[src/rtl/serial_subtractor_pkg.sv]
// rtl/serial_subtractor_pkg.sv - shared state encodings and width default for the serial subtractor
package serial_subtractor_pkg;

  localparam logic [1:0] ST_IDLE  = 2'd0;
  localparam logic [1:0] ST_SHIFT = 2'd1;
  localparam logic [1:0] ST_DONE  = 2'd2;

  localparam int SUB_WIDTH_DEF = 4;

endpackage

[src/rtl/serial_subtractor_full_subtractor.sv]
// rtl/serial_subtractor_full_subtractor.sv - one-bit combinational full subtractor cell
module full_subtractor (
  input  logic A,
  input  logic B,
  input  logic Bin,
  output logic D,
  output logic Bout
);

  // difference bit and borrow-out for A - B - Bin
  always_comb begin
    D    = A ^ B ^ Bin;
    Bout = (~A & B) | (~(A ^ B) & Bin);
  end

endmodule

[src/rtl/serial_subtractor.sv]
// rtl/serial_subtractor.sv - bit-serial LSB-first A - B (optional Zero flag via SERIAL_SUB_ZERO_FLAG_EN)
module serial_subtractor
  import serial_subtractor_pkg::*;
#(
  parameter int WIDTH = SUB_WIDTH_DEF
) (
  input  logic             Clk,
  input  logic             Rst,
  input  logic             Start,
  input  logic [WIDTH-1:0] A,
  input  logic [WIDTH-1:0] B,
  output logic             Ready,
  output logic [WIDTH-1:0] Diff,
  output logic             Bout,
  output logic             Ovf,
  output logic             Done
`ifdef SERIAL_SUB_ZERO_FLAG_EN
  ,
  output logic             Zero
`endif
);

  localparam int CW = $clog2(WIDTH + 1);

  logic [1:0]       state;
  logic [1:0]       state_nxt;
  logic [WIDTH-1:0] a_sh;
  logic [WIDTH-1:0] b_sh;
  logic [WIDTH-1:0] res_sh;
  logic             a_msb;
  logic             b_msb;
  logic             br;
  logic [CW-1:0]    cnt;
  logic             d_bit;
  logic             br_nxt;
  logic             accept;
  logic             last_shift;

  assign accept     = Start && Ready;
  assign last_shift = (cnt == CW'(WIDTH - 1));

  // single shared cell; operands are always the current LSBs
  full_subtractor u_fs (
    .A    (a_sh[0]),
    .B    (b_sh[0]),
    .Bin  (br),
    .D    (d_bit),
    .Bout (br_nxt)
  );

  // state register
  always_ff @(posedge Clk) begin
    if (Rst) state <= ST_IDLE;
    else     state <= state_nxt;
  end

  // next-state: SHIFT runs exactly WIDTH cycles, DONE lasts one
  always_comb begin
    state_nxt = state;
    case (state)
      ST_IDLE:  if (accept) state_nxt = ST_SHIFT;
      ST_SHIFT: if (last_shift) state_nxt = ST_DONE;
      ST_DONE:  state_nxt = ST_IDLE;
      default:  state_nxt = ST_IDLE;
    endcase
  end

  // Ready is a pure decode of IDLE
  always_comb begin
    Ready = (state == ST_IDLE);
  end

  // datapath: capture, shift, and publish results only when leaving DONE
  always_ff @(posedge Clk) begin
    if (Rst) begin
      a_sh   <= '0;
      b_sh   <= '0;
      res_sh <= '0;
      a_msb  <= 1'b0;
      b_msb  <= 1'b0;
      br     <= 1'b0;
      cnt    <= '0;
      Diff   <= '0;
      Bout   <= 1'b0;
      Ovf    <= 1'b0;
      Done   <= 1'b0;
`ifdef SERIAL_SUB_ZERO_FLAG_EN
      Zero   <= 1'b0;
`endif
    end else begin
      Done <= 1'b0;
      case (state)
        ST_IDLE: begin
          if (accept) begin
            a_sh   <= A;
            b_sh   <= B;
            res_sh <= '0;
            a_msb  <= A[WIDTH-1];
            b_msb  <= B[WIDTH-1];
            br     <= 1'b0;
            cnt    <= '0;
          end
        end
        ST_SHIFT: begin
          a_sh   <= a_sh >> 1;
          b_sh   <= b_sh >> 1;
          res_sh <= {d_bit, res_sh[WIDTH-1:1]};
          br     <= br_nxt;
          cnt    <= cnt + 1'b1;
        end
        ST_DONE: begin
          Diff <= res_sh;
          Bout <= br;
          Ovf  <= (a_msb != b_msb) && (res_sh[WIDTH-1] != a_msb);
          Done <= 1'b1;
`ifdef SERIAL_SUB_ZERO_FLAG_EN
          Zero <= (res_sh == '0);
`endif
        end
        default: ;
      endcase
    end
  end

endmodule

[config.mk]
export PLATFORM = sky130hd
export DESIGN_NAME = serial_subtractor
export DESIGN_NICKNAME = d
export VERILOG_FILES = /design/src/rtl/serial_subtractor_pkg.sv /design/src/rtl/serial_subtractor_full_subtractor.sv /design/src/rtl/serial_subtractor.sv
export SDC_FILE = /design/constraint.sdc
export NUM_CORES = 1
export LEC_CHECK = 0
export CAP_MARGIN = 30
export CORE_MARGIN = 2
export CORE_UTILIZATION = 45
export CTS_BUF_LIST = sky130_fd_sc_hd__clkbuf_4 sky130_fd_sc_hd__clkbuf_8
export DETAILED_ROUTE_END_ITERATION = 7
export HOLD_SLACK_MARGIN = 0.15
export PLACE_DENSITY = 0.69
export SLEW_MARGIN = 20
export SYNTH_ARGS = -nofsm -noshare
export SYNTH_HDL_FRONTEND = slang
export SYNTH_HIERARCHICAL = 1
export SYNTH_SLANG_ARGS = --single-unit
[constraint.sdc]
create_clock -name Clk -period 3.4 [get_ports Clk]
set_clock_uncertainty 0.05 [all_clocks]
set_input_delay 0.51 -clock Clk [delete_from_list [all_inputs] [get_ports Clk]]
set_output_delay 0.51 -clock Clk [all_outputs]
set_load 0.02 [all_outputs]
==> run summary, run 1 <==
GRT busiest layer -> met2
outcome -> finished clean
RSZ-0062 raised after global routing -> false
Reg clk slew, reported paths -> 0.13 ns
Clk network pwr share -> 25.8%
Starting Density -> 47.5%
pwr/cell area -> 406 nW/um^2
DP HPWL -> 1430 um
row count -> 18
ys async rst share -> 0%
number of synthesis warnings -> 6
overall routing resource usage -> 15.6%
area of the core -> 2450 sq um
initial antenna violation count -> 0
CTS tree -> built
first-pass GRT wire length -> 3240 um
fin cells -> 162
sw frac -> 24.6%
Die Wd -> 54.9 um
post-layout net count -> 147
Max-Cap Viols -> 0
DR WL/cell -> 12.4 um
net switching power -> 0.000137 W
vias in the first global route -> 750
HP Class -> register to register
vias per std cell -> 5.09
Ports -> 19
Max Fanout on Critical Path -> 14
Max-slew headroom -> 60.5%
Reg power frac -> 60.7%
Peak VDD IR -> 283 uV
M3 GR Usage -> 4.92%
Hold Fails Final Rpt -> 0
drt drc -> 0
worst path arrival time -> 1.57 ns
# clock sinks -> 27
Syn Nets -> 129
H-tree depth -> 1
# port buffers -> 18
DRT Pass-1 Iters -> 4
clock latency at the later pin of the worst-skew pair -> 0.32 ns
Synth Cell Area -> 1160 sq um
register area share after synthesis -> 46.4%
Netlist cell types -> 25
Cell Int Power -> 0.000419 W
Worst Setup Start Kind -> register
CP Class -> register to output pin
combinational share of power -> 13.4%
Root Driver -> clkbuf_4
die area -> 3010 sq um
CP endpoint kind -> output pin
Max Fclk -> 470 MHz
number of synthesized flops with an enable pin -> 0
Fin Setup TNS -> 0 ns
fraction of layout cells with a size suffix above 1 -> 15.9%
total length of routed wires -> 2020 um
CTS buffer count -> 3
max-slew violations -> 0
Tmin final -> 2.13 ns
drt initial violations -> 13
Mapped Cells -> 115
period utilization -> 62.6%
GPL Wtd Cong -> 0.686
Final setup viols -> 0
largest net degree at the start of global routing -> 28
FF+latch count, synth -> 27
Clock Tree Buf Depth -> 2
# hold bufs at CTS -> 0
final antenna-violating net count -> 0
gr ovfl total -> 0
DR vias -> 825
Required @ worst endpoint -> 2.84 ns
top_reg_cell synth -> dfxtp_1
ANT cells -> 0
Leak -> 0.509 nW
Layout area overhead -> 17.7%
die span in y -> 54.9 um
CTS resizes -> 0
met2 global-route usage -> 26.8%
Syn Area/Cell -> 10.1 sq um
placed cells -> 158
Worst-Margin Slew -> 0.592 ns
postcts setup bufs -> 0
GR Util met1 -> 17.6%
-- layer usage --
layer / share of wire, % / vias to the layer above
met5: 0 / -
met4: 0.99 / 0
met2: 52 / 7
li1: - / 425
met1: 44 / 391
met3: 3.5 / 2
-- metrics by stage --
step	util [%]	hold WS, ns	worst slack [ns]	instance area, sq um	power [W]
floorplan	-	0.382	2.04	1160	0.000400
global placement	54.8	0.400	1.38	1350	0.000418
detailed placement	54.8	0.397	1.32	1350	0.000421
CTS	56.1	0.416	1.25	1380	0.000565
global route	55.9	0.436	1.21	1370	0.000583
finish	55.9	0.417	1.27	1370	0.000557
-- final timing paths --
| path | from | endpoint | slack (ns) | cells after the start |
|---|---|---|---|---|
| max | state[0]$_SDFFE_PP0P_ | Ready | 1.27 | 3 |
| min | Diff[0]$_SDFFE_PP0P_ | Diff[0]$_SDFFE_PP0P_ | 0.42 | 2 |
| max reg2reg | state[0]$_SDFFE_PP0P_ | cnt[1]$_SDFFE_PP0P_ | 1.90 | 4 |
| min reg2reg | Diff[0]$_SDFFE_PP0P_ | Diff[0]$_SDFFE_PP0P_ | 0.42 | 2 |
-- power groups by stage --
stage	clock (W)	sequential, W	combinational, W
global placement	0	0.000344	0.0000734
floorplan	0	0.000344	0.0000565
finish	0.000144	0.000338	0.0000747
CTS	0.000150	0.000338	0.0000764
detailed placement	0	0.000345	0.0000763
global route	0.000161	0.000340	0.0000825
-- layout make-up --
type                       instances  area (sq um)
timing repair buffer              19           183
clock buffer                       4          30.0
sequential                        27           541
multi-input combinational         76           558
inverter                           6          22.5
fill                             240          1080
tap                               30          37.5
-- kinds of logic (layout without fill, tap and decap cells) --
logic type	after synthesis	in the layout	share of synthesized area [%]
buffers and inverters	12	29	5.69
and+or+nand+nor	40	40	17.3
adders and majority gates	3	3	3.87
DFF	27	27	46.4
muxes	10	10	8.59
AOI/OAI and AO/OA	23	23	18.2
-- cell usage after synthesis, drive strengths merged (2+ instances only) --
library cell   n  share of area [%]
inv            6                1.9
dfxtp         27                 46
nor3           2               0.86
a22oi          9                5.8
nor3b          2                2.3
a211oi         6                6.4
nor2          22                7.9
buf            5                3.4
a21oi          5                2.1
mux2i         10                8.6
nor2b          3                2.3
ha             2                2.1
nand2         10                3.2
-- worst max-delay path, stage by stage (launching register included) --
cell             delay, ns
dfxtp_1               0.32
buf_4                 0.20
nor2_1                0.11
clkdlybuf4s50_1       0.61
-- cells in the final DEF (no fill, tap or decap), drive strengths merged, types with 2 or more instances in the layout --
cell type	n
ha	2
nand2	10
buf	2
a21oi	5
nor3	2
clkdlybuf4s50	17
a22oi	9
nor3b	2
dfxtp	27
inv	6
nor2	22
nor2b	3
clkbuf	4
a211oi	6
mux2i	10
-- sequential cells by signal, indices dropped and copies added, names as in the netlist --
name and flops:
Bout 1, Diff 4, Done 1, Ovf 1, a_msb 1, a_sh 4
b_msb 1, b_sh 4, br 1, cnt 3, res_sh 4, state 2
Power figures use the tool's default switching activity.
==> run 2, diff against run 1 <==
Settings changed: PLACE_DENSITY 0.69 to 0.72.
Clock period 3.4 ns to 1.95 ns, I/O delays scaled along.
==> run summary, run 2 (synthesized netlist as in run 1, its figures left out) <==
DP HPWL -> 1410 um (was 1430 um)
Fin Setup TNS -> 0 ns (unchanged)
# port buffers -> 18 (unchanged)
Max Fanout on Critical Path -> 8 (was 14)
post-layout net count -> 148 (was 147)
CP Class -> register to output pin (unchanged)
die span in y -> 54.9 um (unchanged)
placed cells -> 159 (was 158)
CTS resizes -> 0 (unchanged)
first-pass GRT wire length -> 3160 um (was 3240 um)
H-tree depth -> 1 (unchanged)
Reg clk slew, reported paths -> 0.13 ns (about the same)
Worst Setup Start Kind -> register (unchanged)
GRT busiest layer -> met2 (unchanged)
Ports -> 19 (unchanged)
max-slew violations -> 0 (unchanged)
largest net degree at the start of global routing -> 28 (unchanged)
Peak VDD IR -> 747 uV (was 283 uV)
M3 GR Usage -> 5.74% (was 4.92%)
met2 global-route usage -> 25.2% (was 26.8%)
Hold Fails Final Rpt -> 0 (unchanged)
most frequent cells in the layout -> 27 x dfxtp_1, 18 x nor2_1, 18 x clkdlybuf4s50_1 (was 27 x dfxtp_1, 18 x nor2_1, 17 x clkdlybuf4s50_1)
DR WL/cell -> 11.9 um (was 12.4 um)
vias in the first global route -> 714 (was 750)
GPL Wtd Cong -> 0.676 (was 0.686)
Worst-Margin Slew -> 0.643 ns (was 0.592 ns)
drt drc -> 0 (unchanged)
GR Util met1 -> 18.2% (was 17.6%)
crit path cell chain -> nor2_1 -> clkdlybuf4s50_1 (was buf_4 -> nor2_1 -> clkdlybuf4s50_1)
Final setup viols -> 0 (unchanged)
Starting Density -> 47.5% (unchanged)
vias per std cell -> 5.20 (was 5.09)
total length of routed wires -> 1940 um (was 2020 um)
Clock Tree Buf Depth -> 2 (unchanged)
overall routing resource usage -> 15.3% (was 15.6%)
area of the core -> 2450 sq um (unchanged)
delay-heaviest family, CP -> buffers and inverters (unchanged)
Layout area overhead -> 18.8% (was 17.7%)
# hold bufs at CTS -> 0 (unchanged)
Max-slew headroom -> 57.0% (was 60.5%)
Max Fclk -> 543 MHz
ANT cells -> 0 (unchanged)
fin cells -> 163 (was 162)
row count -> 18 (unchanged)
initial antenna violation count -> 0 (unchanged)
period utilization -> 94.5%
DRT Pass-1 Iters -> 4 (unchanged)
worst stage delay on the critical path -> 0.61 ns (about the same)
filler cell count -> 218 (was 240)
final antenna-violating net count -> 0 (unchanged)
Die Wd -> 54.9 um (unchanged)
# clock sinks -> 27 (unchanged)
fraction of layout cells with a size suffix above 1 -> 15.8% (was 15.9%)
CP endpoint kind -> output pin (unchanged)
Required @ worst endpoint -> 1.61 ns (was 2.84 ns)
RSZ-0062 raised after global routing -> false (unchanged)
Root Driver -> clkbuf_4 (unchanged)
CTS tree -> built (unchanged)
clock latency at the later pin of the worst-skew pair -> 0.32 ns (about the same)
Max-Cap Viols -> 0 (unchanged)
Critical-path top delay cell -> clkdlybuf4s50_1 (unchanged)
pwr/cell area -> 703 nW/um^2 (was 406 nW/um^2)
HP Class -> register to register (unchanged)
Bufs and invs on worst path -> 1 (was 2)
CTS buffer count -> 3 (unchanged)
outcome -> finished clean (unchanged)
die area -> 3010 sq um (unchanged)
drt initial violations -> 13 (unchanged)
DR vias -> 848 (was 825)
gr ovfl total -> 0 (unchanged)
worst path arrival time -> 1.50 ns (was 1.57 ns)
postcts setup bufs -> 0 (unchanged)
leading cell type in the layout, fill and taps excluded -> dfxtp_1 (unchanged)
Tmin final -> 1.84 ns
Leak -> 0.514 nW (was 0.509 nW)
[run 2: changes by cell type in the layout (fill, tap and decap cells not counted), sizes merged]
cell / delta
clkdlybuf4s50: +1
[run 2: report_power, final]
group          switching, W  internal, W
clock network      0.000157    0.0000940
registers         0.0000173     0.000574
logic             0.0000651    0.0000659
total              0.000239     0.000734
[run 2: metrics by stage]
stage	total power, W	util (%)	cell area, sq um	worst slack, ns	hold WS, ns
CTS	0.000986	56.4	1380	0.0751	0.417
floorplan	0.000698	-	1160	0.769	0.382
finish	0.000973	56.4	1380	0.107	0.411
global route	0.00102	56.4	1380	0.0348	0.440
detailed placement	0.000735	55.1	1350	0.298	0.400
global placement	0.000730	55.1	1350	0.352	0.396
[run 2: layer usage]
metal / routed length [um] / vias up
met5: 0 / -
met1: 906 / 404
met2: 944 / 11
met4: 17 / 0
li1: - / 429
met3: 70 / 4
[run 2: worst paths after layout]
kind                         start                    to  slack, ns  cells past startpoint
max          state[1]$_SDFFE_PP0P_                 Ready       0.11                      2
min           Diff[2]$_SDFFE_PP0P_  Diff[2]$_SDFFE_PP0P_       0.41                      2
min reg2reg   Diff[2]$_SDFFE_PP0P_  Diff[2]$_SDFFE_PP0P_       0.41                      2
max reg2reg  state[0]$_SDFFE_PP0P_  a_sh[2]$_SDFFE_PP0P_       0.56                      4
[run 2: final cells by class]
class	instances	area, sq um	area share [%]
clock buffers	4	30.0	2.17
inverters	6	22.5	1.63
multi-input cells	76	558	40.3
flip-flops and latches	27	541	39.1
well taps	30	37.5	2.71
repair buffers	20	195	14.1
[run 2: worst min-delay path: cells and delay by family, from the launching register on]
family / cells / cell delay, ns
AO/OA/AOI/OAI: 1 / 0.05
flip-flops: 1 / 0.33
AND/OR/NAND/NOR: 1 / 0.05
==> run 3, diff against run 2 <==
Settings changed: PLACE_DENSITY 0.72 to unset, PLACE_DENSITY_LB_ADDON set to 0.12.
==> run summary, run 3 (synthesized netlist as in run 1, its figures left out) <==
first-pass GRT wire length -> 3310 um (was 3160 um)
Final setup viols -> 0 (unchanged)
r2r endpoint -> a_sh[0]$_SDFFE_PP0P_ (was a_sh[2]$_SDFFE_PP0P_)
post-layout net count -> 148 (unchanged)
routed wl met3 -> 69 um (was 70 um)
row count -> 18 (unchanged)
# clock sinks -> 27 (unchanged)
total length of routed wires -> 2040 um (was 1940 um)
H-tree depth -> 1 (unchanged)
CTS resizes -> 0 (unchanged)
clock latency at the later pin of the worst-skew pair -> 0.32 ns (about the same)
Hold Path End -> Diff[0]$_SDFFE_PP0P_ (was Diff[2]$_SDFFE_PP0P_)
met2 WL -> 981 um (was 944 um)
DR WL/cell -> 12.5 um (was 11.9 um)
Root Driver -> clkbuf_4 (unchanged)
Max-slew headroom -> 60.4% (was 57.0%)
ANT cells -> 0 (unchanged)
Worst R2R Path Depth -> 4 (unchanged)
Die Wd -> 54.9 um (unchanged)
pwr/cell area -> 698 nW/um^2 (was 703 nW/um^2)
WL met1 -> 967 um (was 906 um)
Ports -> 19 (unchanged)
# hold bufs at CTS -> 0 (unchanged)
filler cell count -> 225 (was 218)
Required @ worst endpoint -> 1.61 ns (about the same)
FF-to-FF setup slack -> 0.56 ns (about the same)
Fin Setup TNS -> 0 ns (unchanged)
HP Class -> register to register (unchanged)
overall routing resource usage -> 15.6% (was 15.3%)
final antenna-violating net count -> 0 (unchanged)
sw frac -> 25.7% (was 24.6%)
placed cells -> 159 (unchanged)
Cell Int Power -> 0.000717 W (was 0.000734 W)
RSZ-0062 raised after global routing -> false (unchanged)
Clk network pwr share -> 25.0% (was 25.8%)
combinational share of power -> 13.7% (was 13.5%)
GPL Wtd Cong -> 0.663 (was 0.676)
Worst Setup Start Kind -> register (unchanged)
drt initial violations -> 16 (was 13)
leading cell type in the layout, fill and taps excluded -> dfxtp_1 (unchanged)
net switching power -> 0.000248 W (was 0.000239 W)
DP HPWL -> 1470 um (was 1410 um)
max-slew violations -> 0 (unchanged)
worst hold path cell count -> 2 (unchanged)
die span in y -> 54.9 um (unchanged)
initial antenna violation count -> 0 (unchanged)
fraction of layout cells with a size suffix above 1 -> 15.8% (unchanged)
Starting Density -> 47.5% (unchanged)
Worst Hold Launch -> Diff[0]$_SDFFE_PP0P_ (was Diff[2]$_SDFFE_PP0P_)
Reg power frac -> 61.3% (was 60.8%)
DRT Pass-1 Iters -> 4 (unchanged)
Peak VDD IR -> 432 uV (was 747 uV)
CTS buffer count -> 3 (unchanged)
Hold Fails Final Rpt -> 0 (unchanged)
CTS tree -> built (unchanged)
Max Used Layer -> met4 (unchanged)
outcome -> finished clean (unchanged)
drt drc -> 0 (unchanged)
Max Fanout on Critical Path -> 8 (unchanged)
area of the multi-input gates -> 558 sq um (unchanged)
Layout area overhead -> 18.6% (was 18.8%)
fin cells -> 163 (unchanged)
vias per std cell -> 5.25 (was 5.20)
Max Fclk -> 539 MHz (was 543 MHz)
Reg clk slew, reported paths -> 0.14 ns (was 0.13 ns)
r2r startpoint -> state[0]$_SDFFE_PP0P_ (unchanged)
most frequent cells in the layout -> 27 x dfxtp_1, 18 x nor2_1, 18 x clkdlybuf4s50_1 (unchanged)
Leak -> 0.513 nW (was 0.514 nW)
Tmin final -> 1.86 ns (was 1.84 ns)
largest net degree at the start of global routing -> 28 (unchanged)
die area -> 3010 sq um (unchanged)
worst path arrival time -> 1.51 ns (was 1.50 ns)
gr ovfl total -> 0 (unchanged)
postcts setup bufs -> 0 (unchanged)
area of the core -> 2450 sq um (unchanged)
vias in the first global route -> 785 (was 714)
Clock Tree Buf Depth -> 2 (unchanged)
CP Class -> register to output pin (unchanged)
period utilization -> 95.2% (was 94.5%)
DR vias -> 855 (was 848)
# port buffers -> 18 (unchanged)
CP endpoint kind -> output pin (unchanged)
Max-Cap Viols -> 0 (unchanged)
Reg area -> 541 sq um (unchanged)
Worst-Margin Slew -> 0.592 ns (was 0.643 ns)
run 3: cell count changes in the layout (fill, tap and decap cells not counted):
cell,delta
clkbuf_4,-1
clkinv_2,+1
run 3: worst max path at each step:
stage	startpoint	end	slack (ns)	cells past startpoint
after floorplan	b_sh[0]$_SDFFE_PP0P_	res_sh[3]$_SDFFE_PP0P_	0.77	4
after global placement	Start	b_msb$_SDFFE_PP0P_	0.35	4
after detailed placement	Start	a_msb$_SDFFE_PP0P_	0.29	4
after CTS	state[1]$_SDFFE_PP0P_	Ready	0.07	2
after global routing	state[1]$_SDFFE_PP0P_	Ready	0.03	2
final	state[1]$_SDFFE_PP0P_	Ready	0.09	2
run 3: final cells by class:
| type | count | area share (%) |
|---|---|---|
| Inverter | 6 | 1.63 |
| Timing Repair Buffer | 20 | 14.1 |
| Sequential cell | 27 | 39.1 |
| Multi-Input combinational cell | 76 | 40.4 |
| Clock buffer | 3 | 1.63 |
| Clock inverter | 1 | 0.362 |
| Tap cell | 30 | 2.72 |
run 3: routing by layer:
| layer | GRT usage, % | vias up |
|---|---|---|
| li1 | - | 428 |
| met1 | 20.1 | 410 |
| met2 | 25.6 | 13 |
| met3 | 2.46 | 4 |
| met4 | 6.25 | 0 |
| met5 | 0 | - |
run 3: power by group through the flow:
stage / Clock [W] / Combinational [W] / Sequential, W
2_1_floorplan: 0 / 0.0000985 / 0.000599
3_3_place_gp: 0 / 0.000129 / 0.000602
3_5_place_dp: 0 / 0.000134 / 0.000603
4_1_cts: 0.000244 / 0.000135 / 0.000591
5_1_grt: 0.000271 / 0.000146 / 0.000595
6_report: 0.000241 / 0.000133 / 0.000591
run 3: metrics by stage:
step	power (W)	instance area, sq um	utilization, %	hold WS (ns)	setup WS, ns
floorplan	0.000698	1160	-	0.382	0.769
global placement	0.000731	1350	55.1	0.392	0.350
detailed placement	0.000737	1350	55.1	0.400	0.289
CTS	0.000970	1380	56.3	0.419	0.0748
global route	0.00101	1380	56.3	0.430	0.0264
finish	0.000965	1380	56.3	0.414	0.0932
run 3: worst max-delay path: stages, from the launching register on:
cell             delay [ns]
dfxtp_1                0.43
nor2_1                 0.15
clkdlybuf4s50_1        0.61
